`config.mk`:
```
export PLATFORM = sky130hd
export DESIGN_NAME = inst_align
export DESIGN_NICKNAME = d
export VERILOG_FILES = /design/src/rtl/rv_fetch_pkg.sv /design/src/rtl/inst_buf.sv /design/src/rtl/inst_align.sv
export SDC_FILE = /design/constraint.sdc
export NUM_CORES = 1
export LEC_CHECK = 0
export BUFFER_PORTS_ARGS = -buffer_cell sky130_fd_sc_hd__buf_2
export CELL_PAD_IN_SITES_DETAIL_PLACEMENT = 2
export CELL_PAD_IN_SITES_GLOBAL_PLACEMENT = 2
export CORE_MARGIN = 8
export CORE_UTILIZATION = 30
export DETAILED_ROUTE_END_ITERATION = 8
export PLACE_DENSITY_LB_ADDON = 0.1
export SYNTH_ARGS = -nofsm -noshare
export SYNTH_HDL_FRONTEND = slang
export SYNTH_HIERARCHICAL = 1
export SYNTH_SLANG_ARGS = --single-unit
```
`constraint.sdc`:
```
create_clock -name clk_i -period 5.1 [get_ports clk_i]
set_clock_uncertainty 0.1 [all_clocks]
set_input_delay 1.02 -clock clk_i [delete_from_list [all_inputs] [get_ports clk_i]]
set_output_delay 1.02 -clock clk_i [all_outputs]
set_load 0.01 [all_outputs]
```
`src/rtl/rv_fetch_pkg.sv`:
```
// Shared fetch-side definitions: alignment FSM encoding and the RV compressed-opcode test.
package rv_fetch_pkg;

  localparam int unsigned XLEN  = 32;
  localparam int unsigned TAG_W = XLEN - 2;

  typedef enum logic [2:0] {
    ST_IDLE    = 3'd0,
    ST_REQ_LO  = 3'd1,
    ST_WAIT_LO = 3'd2,
    ST_REQ_HI  = 3'd3,
    ST_WAIT_HI = 3'd4,
    ST_DRAIN   = 3'd5
  } fetch_state_e;

  // An RV instruction is 16-bit unless its two lowest opcode bits are both set.
  function automatic logic is_compressed(input logic [1:0] op);
    return op != 2'b11;
  endfunction

endpackage

```
`src/rtl/inst_buf.sv`:
```
// One-entry instruction word buffer: tag/data/valid register with a hit compare.
module inst_buf
  import rv_fetch_pkg::*;
#(
  parameter logic [31:0] ROM_ORI = 32'h0000_0000
) (
  input  logic             clk_i,
  input  logic             rst_i,
  input  logic             i_wr_en,
  input  logic [TAG_W-1:0] i_wr_tag,
  input  logic [XLEN-1:0]  i_wr_data,
  input  logic [TAG_W-1:0] i_lookup_tag,
  output logic             o_hit,
  output logic [XLEN-1:0]  o_data
);

  logic             r_vld;
  logic [TAG_W-1:0] r_tag;
  logic [XLEN-1:0]  r_data;

  // NOTE: sequential state is updated with <= only, so every reader sees the pre-edge value.
  always_ff @(posedge clk_i) begin
    if (rst_i) begin
      r_vld  <= 1'b0;
      r_tag  <= ROM_ORI[31:2];
      r_data <= '0;
    end else if (i_wr_en) begin
      r_vld  <= 1'b1;
      r_tag  <= i_wr_tag;
      r_data <= i_wr_data;
    end
  end

  assign o_hit  = r_vld && (r_tag == i_lookup_tag);
  assign o_data = r_data;

endmodule

```
`src/rtl/inst_align.sv`:
```
// Instruction aligner: turns halfword-aligned fetch PCs into whole instructions from word reads.
module inst_align
  import rv_fetch_pkg::*;
#(
  parameter logic [31:0] ROM_ORI = 32'h0000_0000
) (
  input  logic        clk_i,
  input  logic        rst_i,
  input  logic [31:0] fet_pc_i,
  input  logic        fet_req_i,
  input  logic        flush_i,
  output logic        mem_req_o,
  output logic [31:0] mem_addr_o,
  input  logic        mem_gnt_i,
  input  logic        mem_rvalid_i,
  input  logic [31:0] mem_rdata_i,
  output logic [31:0] inst_o,
  output logic        inst_valid_o,
  output logic        com_inst_o,
  output logic [31:0] inst_pc_o
);

  fetch_state_e     r_state, w_next_state;
  logic [TAG_W-1:0] r_pend_tag, w_next_pend_tag;

  logic [31:0]      w_pc, w_lo_addr, w_hi_addr;
  logic             w_hit;
  logic [31:0]      w_buf_data;
  logic [15:0]      w_buf_hw0, w_mem_hw0;
  logic             w_buf_span, w_mem_span;
  logic             w_wr_en, w_valid;
  logic [31:0]      w_inst;

  assign w_pc      = fet_pc_i & 32'hFFFF_FFFE;
  assign w_lo_addr = {w_pc[31:2], 2'b00};
  assign w_hi_addr = w_lo_addr + 32'd4;

  assign w_buf_hw0  = w_pc[1] ? w_buf_data[31:16] : w_buf_data[15:0];
  assign w_mem_hw0  = w_pc[1] ? mem_rdata_i[31:16] : mem_rdata_i[15:0];
  assign w_buf_span = w_pc[1] && !is_compressed(w_buf_hw0[1:0]);
  assign w_mem_span = w_pc[1] && !is_compressed(w_mem_hw0[1:0]);

  // Buffer writes always carry the tag of the word that was actually granted, even after a flush.
  inst_buf #(.ROM_ORI(ROM_ORI)) u_buf (
    .clk_i        (clk_i),
    .rst_i        (rst_i),
    .i_wr_en      (w_wr_en),
    .i_wr_tag     (r_pend_tag),
    .i_wr_data    (mem_rdata_i),
    .i_lookup_tag (w_pc[31:2]),
    .o_hit        (w_hit),
    .o_data       (w_buf_data)
  );

  // NOTE: every signal written here gets a default first, so no path can infer a latch.
  always_comb begin
    w_next_state    = r_state;
    w_next_pend_tag = r_pend_tag;
    w_wr_en         = 1'b0;
    w_valid         = 1'b0;
    w_inst          = '0;
    mem_req_o       = 1'b0;
    mem_addr_o      = '0;
    unique case (r_state)
      ST_IDLE: begin
        if (fet_req_i && !flush_i) begin
          if (!w_hit)          w_next_state = ST_REQ_LO;
          else if (w_buf_span) w_next_state = ST_REQ_HI;
          else begin
            w_valid = 1'b1;
            w_inst  = is_compressed(w_buf_hw0[1:0]) ? {16'h0, w_buf_hw0} : w_buf_data;
          end
        end
      end
      ST_REQ_LO, ST_REQ_HI: begin
        if (flush_i) w_next_state = ST_IDLE;
        else begin
          mem_req_o  = 1'b1;
          mem_addr_o = (r_state == ST_REQ_LO) ? w_lo_addr : w_hi_addr;
          if (mem_gnt_i) begin
            w_next_state    = (r_state == ST_REQ_LO) ? ST_WAIT_LO : ST_WAIT_HI;
            w_next_pend_tag = mem_addr_o[31:2];
          end
        end
      end
      ST_WAIT_LO: begin
        if (mem_rvalid_i) begin
          w_wr_en = 1'b1;
          if (flush_i)         w_next_state = ST_IDLE;
          else if (w_mem_span) w_next_state = ST_REQ_HI;
          else begin
            w_next_state = ST_IDLE;
            w_valid      = 1'b1;
            w_inst       = is_compressed(w_mem_hw0[1:0]) ? {16'h0, w_mem_hw0} : mem_rdata_i;
          end
        end else if (flush_i) w_next_state = ST_DRAIN;
      end
      ST_WAIT_HI: begin
        if (mem_rvalid_i) begin
          w_wr_en      = 1'b1;
          w_next_state = ST_IDLE;
          w_valid      = !flush_i;
          w_inst       = {mem_rdata_i[15:0], w_buf_data[31:16]};
        end else if (flush_i) w_next_state = ST_DRAIN;
      end
      ST_DRAIN: begin
        if (mem_rvalid_i) begin
          w_wr_en      = 1'b1;
          w_next_state = ST_IDLE;
        end
      end
      default: w_next_state = ST_IDLE;
    endcase
  end

  always_ff @(posedge clk_i) begin
    if (rst_i) begin
      r_state    <= ST_IDLE;
      r_pend_tag <= '0;
    end else begin
      r_state    <= w_next_state;
      r_pend_tag <= w_next_pend_tag;
    end
  end

  // Outputs are zero whenever nothing valid is presented.
  assign inst_valid_o = w_valid && fet_req_i && !flush_i;
  assign inst_o       = inst_valid_o ? w_inst : '0;
  assign com_inst_o   = inst_valid_o && is_compressed(w_inst[1:0]);
  assign inst_pc_o    = inst_valid_o ? w_pc : '0;

endmodule

```
# --- Word level (Yosys, flattened, before mapping) ---
# Cells that the tools add are included.
# Widths: inputs -> output; s select.
totals:
  regBits: 96
  in_bits: 70
  output_inout_bits: 99
  elab_cells: 77
classes:
  n_addsub: 1
  n_eq_ne: 13
  muxes: 42
  bitwise: 1
  reduce_logical: 15
ops:
  columns: ["cell", "count"]
  rows:
  - ["$mux 32", 14]
  - ["$pmux 32 s3", 1]
  - ["$add 32x3->32 const B", 1]
  - ["$mux 16", 2]
  - ["$eq 30x30->1", 1]
  - ["$mux 3", 10]
  - ["$pmux 3 s5", 1]
  - ["$mux 1", 11]
  - ["$ne 2x2->1 const B", 5]
  - ["$logic_and 1x1->1", 7]
  - ["$eq 3x2->1 const B", 2]
  - ["$eq 3x3->1 const B", 2]
  - ["$ne 3x3->1 const B", 2]
  - ["$mux 2", 2]
  - ["$reduce_and 4->1", 1]
  - ["$eq 3x1->1 const B", 1]
  - ["$logic_not 1->1", 3]
  - ["$logic_not 3->1", 1]
  - ["$pmux 1 s3", 1]
  - ["$reduce_and 3->1", 1]
  - ["$reduce_or 3->1", 1]
  - ["$reduce_or 2->1", 1]
  - ["$not 1->1", 1]

# --- Logic depth before layout (Yosys ltp) ---
depth:
  depth_word: 11
  depth_mapped: 10
  depth_no_buf: 9

# --- By module ---
# Netlist, hierarchy kept.
modules_own_cells:
  columns: ["mod", "instances", "cells_each", "area_per_inst_um2", "seq_area_each_um2"]
  rows:
  - ["inst_align", 1, 514, 3414.5, 660.6]
  - ["inst_buf", 1, 243, 2514.9, 1261.2]

# --- Worst setup path after synthesis ---
# OpenSTA, ideal clock, no wires.
synth_path:
  path_type: "input -> output"
  start: "in fet_pc_i[6]"
  end: "out inst_o[21]"
  t_arrival_ns: 3.303
  required_time_ns: 3.980
  setup_slack_ns: 0.677
  path_stages: 9
  path_buffers: 1
  path_cell_list: "xnor2_1 > nand4_1 > or4_1 > nor4_2 > nand3_1 > nor4_2 > buf_2 > a22oi_1 > nor2_1"
synth_via:
  elab_chain_cells: 8
  word_cells_on_any_way: 11
  cone_classes: "eq/ne: 1; mux: 7; reduce/logical: 3"
synth_lines:
  columns: ["item", "line", "text"]
  rows:
  - ["start: declaration", "inst_align.sv:9", "input logic [31:0] fet_pc_i,"]
  - ["$eq 30x30->1 (*)", "inst_buf.sv:34", "assign o_hit = r_vld && (r_tag == i_lookup_tag);"]
  - ["$logic_and 1x1->1 (*)", "inst_buf.sv:34", null]
  - ["net w_hit", "inst_align.sv:27", "logic w_hit;"]
  - ["$mux 1", "inst_align.sv:67", "if (!w_hit) w_next_state = ST_REQ_LO;"]
  - ["$mux 1", "inst_align.sv:66", "if (fet_req_i && !flush_i) begin"]
  - ["$pmux 1 s3", "inst_align.sv:64", "unique case (r_state)"]
  - ["$logic_and 1x1->1 (2 in series)", "inst_align.sv:127", "assign inst_valid_o = w_valid && fet_req_i && !flush_i;"]
  - ["$mux 32 (*)", "inst_align.sv:128", "assign inst_o = inst_valid_o ? w_inst : '0;"]
  - ["end: declaration", "inst_align.sv:17", "output logic [31:0] inst_o,"]
# Mark *: on every way through the listed nets, which the timed path passes. The rest lies on a longest branch.

# --- Worst setup path after layout ---
layout_path:
  start: "in fet_pc_i[22]"
  end: "out inst_o[29]"
# Same word-level chain as after synthesis.

==> flow_summary_export.csv <==
group,metric,value,unit
outcome,status,"complete, no violations",
worst_setup_path,critPathMaxFanout,17,
synth,synth_top_area_cell,"dfxtp_1",
timing,rsz0062_at_grt,"yes",
final_layout,area_growth,22.98,%
final_layout,multi_input_area,3756,um^2
drt,num_vias,6103,
pwr,leakage,2.773,nW
clock_network,path_clk_slew,60,ps
worst_setup_path,r2r_cells,7,
grt,grt_max_degree,62,
drt,drc,0,
timing,slew_headroom,0.2821,
synth,avgSynthCellArea,7.833,um^2
die,row_count,51,
worst_setup_path,path_depth,12,
clock_network,clock_latency,340,ps
run,maxCapViolCount,0,
pwr,powerDensity,226.1,nW/um^2
grt,grt-ovfl-total,0,
worst_setup_path,reg2reg_setup_slack,2020,ps
die,io_pins,169,
synth,synth_seq_cells,96,
die,die_area,24520,um^2
min_path,hold_path_end,"u_buf/r_vld$_SDFFE_PP0P_",
final_layout,instances_no_fill,1164,
worst_setup_path,max_stage_delay,620,ps
synth,synth_flop_cell,"dfxtp_1",
timing,whs,387.0,ps
worst_setup_path,cpMaxStageDelayCell,"or4_1",
worst_setup_path,cp_num_buf_inv,4,
grt,grt_first_pass_wirelength,37960,um
timing,setup_viol,0,
final_layout,drive_above_1_share,0.2336,
synth,synth_top_area_share,0.3241,
die,fp.dieH,156.6,um
worst_setup_path,crit_arrival,3820,ps
min_path,min_delay_path_depth,2,
synth,ys_seq_area_frac,0.3241,
worst_setup_path,cp_top_family,"simple AND/OR/NAND/NOR gates",
min_path,min_from,"u_buf/r_vld$_SDFFE_PP0P_",
placement,dp_slack,-56.54,ps
worst_setup_path,required,3980,ps
drt,first_pass_iters,4,
timing,hold_viol,0,
drt,totalWireLength,23880,um
clock_network,numClockSinks,96,
clock_network,cts_root_buf,"clkbuf_16",
synth,yosysWarnings,6,
timing,slew_violations,0,
timing,fin_ws,155.8,ps
placement,io_buffers,164,
synth,synth_most_common_cell,"nor2_1",
worst_setup_path,timing.rr.start,"r_state[0]$_SDFFE_PP0P_",
placement,globalplace.congestion,0.7862,
worst_setup_path,crit_path_end_kind,"output pin",
final_layout,fillers,2306,
clock_network,cts_buffers,9,
min_path,min_path_type,"flop to flop",
die,die_width,156.6,um
die,start_util,0.3047,
timing,fin_crit,4944,ps
final_layout,final_nets,968,
final_layout,post-route-util,0.3747,
synth,synth.distinct_cells,49,
worst_setup_path,startpoint_type,"input port",
grt,antenna_found_initial,0,
clock_network,cts_hold_buf,0,
clock_network,cts_tree,"built",
grt,track_usage,0.1947,
timing,setup_tns,0,ps
drt,antenna_left,0,
synth,netlist_top_cells_count,"177 x nor2_1, 96 x dfxtp_1, 65 x mux2i_1",
synth,synth_area,5929,um^2
clock_network,cts_max_path_buffers,2,
final_layout,regArea,1922,um^2
worst_setup_path,criticalPathCategory,"input port to output pin",
timing,max_freq,202.3,MHz
worst_setup_path,r2r-end,"r_pend_tag[15]$_SDFFE_PP0P_",
drt,drt_iter0_drc,163,
drt,via_per_inst,5.243,
timing,tightest_slew,1077,ps
placement,dpl.cell_count,1151,
synth,synthTopCellsByArea,"dfxtp_1 32%, nor2_1 11%, mux2i_1 11%, xnor2_1 6.1%, a22oi_1 5.6%",
worst_setup_path,crit_chain,"buf_2 -> xnor2_1 -> nand4_1 -> or4_1 -> nor4_4 -> nand3_1 -> buf_4 -> nor4_4 -> buf_4 -> a22oi_1 -> nor2_1 -> buf_2",
pwr,vdd_drop_max,156.4,uV
synth,synth_edf_count,0,
placement,dp_hpwl,17520,um
synth,async_flop_share,0,
die,fp.coreArea,19460,um^2
grt,grt_pass1_vias,7022,
clock_network,cts_max_level,3,
final_layout,num_antenna_cells,0,
synth,syn-instance-count,757,
drt,wl_per_cell,20.52,um
timing,fin_crit_sh,0.9695,
==> metal layers <==
| metal | vias up | GRT usage | wire (um) |
|---|---|---|---|
| li1 | 2908 | - | - |
| met1 | 3043 | 0.2177 | 10050 |
| met2 | 133 | 0.3694 | 12480 |
| met3 | 19 | 0.03502 | 1093 |
| met4 | 0 | 0.05126 | 252 |
| met5 | - | 0 | 0 |
==> cell type report <==
cell class,instances,share of cell area
flip-flops and latches,96,0.2636
clock buffers,12,0.03243
clock inverters,1,0.001030
repair buffers,188,0.1373
well taps,265,0.04547
multi-input cells,592,0.5151
inverters,10,0.005148
==> cells by family (layout without fill, tap and decap cells) <==
| logic type | count (synthesis) | in the layout | share of synthesized area |
|---|---|---|---|
| fa+ha+maj | 1 | 1 | 0.002110 |
| buf+inv | 71 | 211 | 0.04916 |
| flops | 96 | 96 | 0.3241 |
| mux | 65 | 65 | 0.1097 |
| simple gates | 321 | 321 | 0.2585 |
| xor+xnor | 60 | 60 | 0.08863 |
| other cells | 1 | 3 | 0.0006324 |
| compound gates | 142 | 142 | 0.1671 |
==> state kept, by name, indices dropped and copies added (netlist names) <==
name	count
u_buf/o_data	32
r_pend_tag	30
u_buf/r_tag	30
r_state	3
u_buf/r_vld	1
==> worst min-delay path, cell delays in order (launching register included) <==
cell and delay (ps):
dfxtp_1 320, nor2_1 80, nor2_1 40
==> cells in the final DEF, fill, tap and decap left out, drive strengths merged, types with 9 or more instances in the layout <==
cell and instances:
xnor2 41, nand2 26, nor2 177, a211oi 29, a21oi 22, nand3 17
mux2i 65, a22oi 44, nand4 17, and2 36, o21ai 19, buf 188
xor2 19, dfxtp 96, a22o 16, nor4 10, inv 9, clkbuf 12
==> metrics by stage <==
stage | power, mW | instance area (um^2)
2_1_floorplan | 0.9312 | 5937
3_3_place_gp | 1.043 | 7030
3_5_place_dp | 1.054 | 7030
4_1_cts | 1.676 | 7283
5_1_grt | 1.728 | 7292
6_report | 1.649 | 7292
==> how the worst max path moves through the flow <==
| stage | start | to | slack (ps) |
|---|---|---|---|
| 2_1_floorplan | fet_pc_i[6] | inst_o[21] | 680 |
| 3_3_place_gp | fet_pc_i[20] | inst_o[29] | 20 |
| 3_5_place_dp | fet_pc_i[22] | inst_o[29] | -60 |
| 4_1_cts | fet_pc_i[10] | inst_o[29] | 30 |
| 5_1_grt | fet_pc_i[12] | inst_o[13] | -7 |
| 6_report | fet_pc_i[22] | inst_o[29] | 160 |
==> power by group <==
group / leakage (nW) / internal (mW) / total [mW] / switching, mW
Clock: 0.115 / 0.324 / 0.614 / 0.290
Combinational: 1.88 / 0.0921 / 0.253 / 0.161
Sequential: 0.775 / 0.766 / 0.781 / 0.0153
Total: 2.77 / 1.18 / 1.65 / 0.467
==> timing repair <==
| item | CTS | global route |
|---|---|---|
| setup endpoints to repair | 12 | 14 |
| setup buffers | 0 | 0 |
| resized for setup | 1 | 1 |
| pin swaps | 0 | 0 |
(Power assumes the default switching activity.)
